--- src/rtl/reg_file.sv ---
// Integer register file x1..x31 with two bypassed read ports and a debug port.
// After reset, an optional sweep zeroes x1..x31 one register per cycle while busy is high.
module reg_file #(
    parameter int XLEN           = 32,
    parameter bit CLEAR_ON_RESET = 1'b1
) (
    input  logic            clk,
    input  logic            rst,
    input  logic [4:0]      rs1_addr,
    input  logic [4:0]      rs2_addr,
    output logic [XLEN-1:0] reg1,
    output logic [XLEN-1:0] reg2,
    input  logic            we,
    input  logic [4:0]      rd_addr,
    input  logic [XLEN-1:0] rd_data,
    input  logic [4:0]      dbg_addr,
    output logic [XLEN-1:0] dbg_data,
    output logic            busy
);

    typedef enum logic {IDLE = 1'b0, CLEAR = 1'b1} state_t;

    state_t          state;
    logic [4:0]      clr_idx;
    logic            clearing;
    logic [XLEN-1:0] x [31:1];
    logic            wr_ok;

    // FSM state and clear index; rst restarts the sweep from x1 at any time.
    always_ff @(posedge clk) begin
        if (rst) begin
            state    <= CLEAR_ON_RESET ? CLEAR : IDLE;
            clr_idx  <= 5'd1;
            clearing <= CLEAR_ON_RESET;
        end else begin
            case (state)
                CLEAR: begin
                    if (clr_idx == 5'd31) begin
                        state    <= IDLE;
                        clearing <= 1'b0;
                    end else begin
                        clr_idx <= clr_idx + 5'd1;
                    end
                end
                default: begin
                    state    <= IDLE;
                    clearing <= 1'b0;
                end
            endcase
        end
    end

    assign busy  = clearing | rst;
    assign wr_ok = we && !busy && (rd_addr != 5'd0);

    // Storage has no reset; the sweep (or the writeback port) is the only writer.
    always_ff @(posedge clk) begin
        if (!rst) begin
            if (state == CLEAR)
                x[clr_idx] <= '0;
            else if (wr_ok)
                x[rd_addr] <= rd_data;
        end
    end

    always_comb begin
        reg1     = '0;
        reg2     = '0;
        dbg_data = '0;
        if (!busy) begin
            if (rs1_addr != 5'd0)
                reg1 = (wr_ok && rd_addr == rs1_addr) ? rd_data : x[rs1_addr];
            if (rs2_addr != 5'd0)
                reg2 = (wr_ok && rd_addr == rs2_addr) ? rd_data : x[rs2_addr];
            if (dbg_addr != 5'd0)
                dbg_data = x[dbg_addr];
        end
    end

endmodule

--- config.mk ---
export PLATFORM = sky130hd
export DESIGN_NAME = reg_file
export DESIGN_NICKNAME = d
export VERILOG_FILES = /design/src/rtl/reg_file.sv
export SDC_FILE = /design/constraint.sdc
export NUM_CORES = 2
export LEC_CHECK = 0
export CORE_UTILIZATION = 50
export CTS_CLUSTER_DIAMETER = 100
export CTS_CLUSTER_SIZE = 25
export DETAILED_ROUTE_END_ITERATION = 16
export GPL_TIMING_DRIVEN = 1
export PLACE_DENSITY = 0.71
export SLEW_MARGIN = 10
export SYNTH_ARGS = -nofsm -noshare
export SYNTH_HDL_FRONTEND = slang
export SYNTH_SLANG_ARGS = --single-unit
--- constraint.sdc ---
create_clock -name clk -period 3.9 [get_ports clk]
set_input_delay 0.585 -clock clk [delete_from_list [all_inputs] [get_ports clk]]
set_output_delay 0.585 -clock clk [all_outputs]
set_load 0.02 [all_outputs]
==> impl_metrics.env <==
export IMPL_grt_max_degree=58
export IMPL_synth_distinct_cells=63
export IMPL_tightest_slew_ns=1.20
export IMPL_max_freq_mhz=256
export IMPL_die_h_um=335
export IMPL_synth_area_um2=55300
export IMPL_drive_gt1_share_pct=36.7
export IMPL_grt_overflow=0
export IMPL_gp_congestion=0.958
export IMPL_hold_viol=0
export IMPL_fin_ws_ns=-0.00448
export IMPL_first_global_vias=37500
export IMPL_cap_viol_max_count=0
export IMPL_synth_warnings=0
export IMPL_fin_util_pct=57.6
export IMPL_path_max_fanout=13
export IMPL_rows=121
export IMPL_start_util_pct=50.6
export IMPL_io_pins=152
export IMPL_hold_path_class="flop to flop"
export IMPL_synth_ff_type="edfxtp_1"
export IMPL_avgViaCountPerCell=7.71
export IMPL_synthToLayoutAreaGrowth_pct=13.9
export IMPL_synthCells=3163
export IMPL_hold_depth=2
export IMPL_clock_root_buffer="clkbuf_16"
export IMPL_cts_tree="built"
export IMPL_pwr_share_clk_pct=28.9
export IMPL_rsz0062_at_grt="false"
export IMPL_dp_hpwl_mm=130
export IMPL_drc=0
export IMPL_synth_top_area_cell="edfxtp_1"
export IMPL_power_density_nw_per_um2=320
export IMPL_min_period_over_period_pct=100
export IMPL_layout_common_cells="992 x edfxtp_1, 713 x mux4_2, 252 x buf_4"
export IMPL_pwr_share_comb_pct=12.8
export IMPL_netlist_area_leader_share_pct=53.8
export IMPL_synth_edf_count=992
export IMPL_cp_data_arrival_time_ns=3.32
export IMPL_start_kind="input pin"
export IMPL_grt_usage_pct=35.6
export IMPL_worstSkewPairLatency_ns=0.69
export IMPL_critPathKind="input pin to output pin"
export IMPL_htree_levels=2
export IMPL_clockBufferDepth=3
export IMPL_num_nets_final=3474
export IMPL_place_ws_ns=-0.321
export IMPL_period_needed_ns=3.90
export IMPL_slew_violations=0
export IMPL_crit_path_end_kind="output pin"
export IMPL_antenna_left=0
export IMPL_p_int_uw=15100
export IMPL_max_vdd_ir_drop_mv=0.325
export IMPL_swShare_pct=24.9
export IMPL_vias=37900
export IMPL_power_leakage_uw=0.0218
export IMPL_holdWs_ns=0.611
export IMPL_nFillCells=8057
export IMPL_syn_nets=3220
export IMPL_violations="negative setup slack"
export IMPL_cp_required_ns=3.31
export IMPL_ys_ff_latch=999
export IMPL_drt_iter0_markers=6297
export IMPL_die_area_um2=112000
export IMPL_grt_pass1_wl_mm=281
export IMPL_p_seq_share_pct=58.3
export IMPL_final_common_cell="edfxtp_1"
export IMPL_numCtsBuffers=47
export IMPL_synth_area_leaders="edfxtp_1 54%, mux4_2 29%, mux2i_1 3.3%"
export IMPL_power_uw=20200
export IMPL_drtPass1Iterations=8
export IMPL_antenna_found_initial=10
export IMPL_syn_avg_cell_area_um2=17.5
export IMPL_synthArstFlopShare_pct=0
export IMPL_synth_seq_area_share_pct=54.1
export IMPL_rr_worst_depth=7
export IMPL_slew_limit_headroom_pct=20.3
export IMPL_portBuffers=151
export IMPL_setup_violations=1
export IMPL_die_x_um=335
export IMPL_fin_worst_skew_ns=0.0168
export IMPL_coreArea_um2=109000
export IMPL_outcome="finished, violations left"
export IMPL_p_sw_uw=5030
export IMPL_cts_clk_slew_worst_paths_ns=0.10
export IMPL_wl_per_cell_um=40.6
export IMPL_cts_num_sinks=999
export IMPL_wirelength_mm=199
-- power by group through the flow --
stage / Combinational, µW / Sequential, µW / Clock [µW]
5_1_grt: 2630 / 11800 / 6090
3_3_place_gp: 2490 / 12000 / 0
3_5_place_dp: 2500 / 12000 / 0
6_report: 2570 / 11800 / 5840
2_1_floorplan: 1460 / 12000 / 0
4_1_cts: 2520 / 11800 / 5810
-- critical path, cell delays in order --
cell             delay [ns]
clkdlybuf4s50_1        0.47
or4_4                  0.58
o211ai_4               0.30
or4_4                  0.31
buf_12                 0.18
nor2_1                 0.06
a211oi_2               0.46
buf_4                  0.21
buf_4                  0.14
-- per-layer routing --
metal	routed length (µm)	vias up	part of all wire, %	track usage [%]
li1	-	14100	-	-
met1	66400	19500	33	46.1
met2	91300	3528	46	54.2
met3	27500	661	14	9.74
met4	13900	12	7.0	21.3
met5	80	-	0.040	0
-- cell type report --
cell class              instances  area [µm²]  share of cell area [%]
clock buffers                  57        1260                    1.99
clock inverters                 6        62.6                  0.0993
inverters                       3        11.3                  0.0179
diodes                          3        7.51                  0.0119
multi-input cells            1857       24200                    38.5
well taps                    1476        1850                    2.93
repair buffers                509        5650                    8.96
flip-flops and latches        999       29900                    47.5
-- sequential cells by signal, summed over array words and instances (netlist names) --
signal / cells
state: 1
x: 992
clearing: 1
clr_idx: 5
-- path summary, 6_finish.rpt --
| check | end | slack [ns] | startpoint |
|---|---|---|---|
| setup / recovery | reg2[7] | -0.004 | rd_addr[4] |
| hold / removal | clr_idx[4] | 0.61 | clr_idx[4] |
| setup reg to reg | x[11][0] | 1.00 | clearing |
| hold reg to reg | clr_idx[4] | 0.61 | clr_idx[4] |
-- Yosys cell counts, drive strengths merged (40+ instances only) --
cell type,number
a211oi,90
mux2i,184
buf,160
nor3,44
mux4,713
clkbuf,144
a21oi,90
o21ai,77
a211o,40
nand2,66
nor2,195
edfxtp,992
-- per-stage QoR --
stage	cells	cell area, µm²	TNS (ns)
6_report	4910	63000	-0.00448
5_1_grt	4907	63000	0
4_1_cts	4907	63000	0
3_5_place_dp	4841	61700	-8.09
3_3_place_gp	4839	61700	-9.60
2_1_floorplan	3163	55300	0
-- cells by family after synthesis --
family | count (synthesis) | synth area share (%)
flops | 999 | 54.1
mux | 935 | 33.1
compound gates | 496 | 6.38
simple gates | 411 | 3.47
buf+inv | 307 | 2.69
xor+xnor | 13 | 0.206
fa+ha+maj | 2 | 0.0452
-- what timing repair did --
item	CTS	global route
hold buffers	0	0
pin swaps	3	1
setup endpoints to repair	61	5
buffers inserted	3	0
gates resized for setup	66	3
Power figures use the tool's default switching activity.
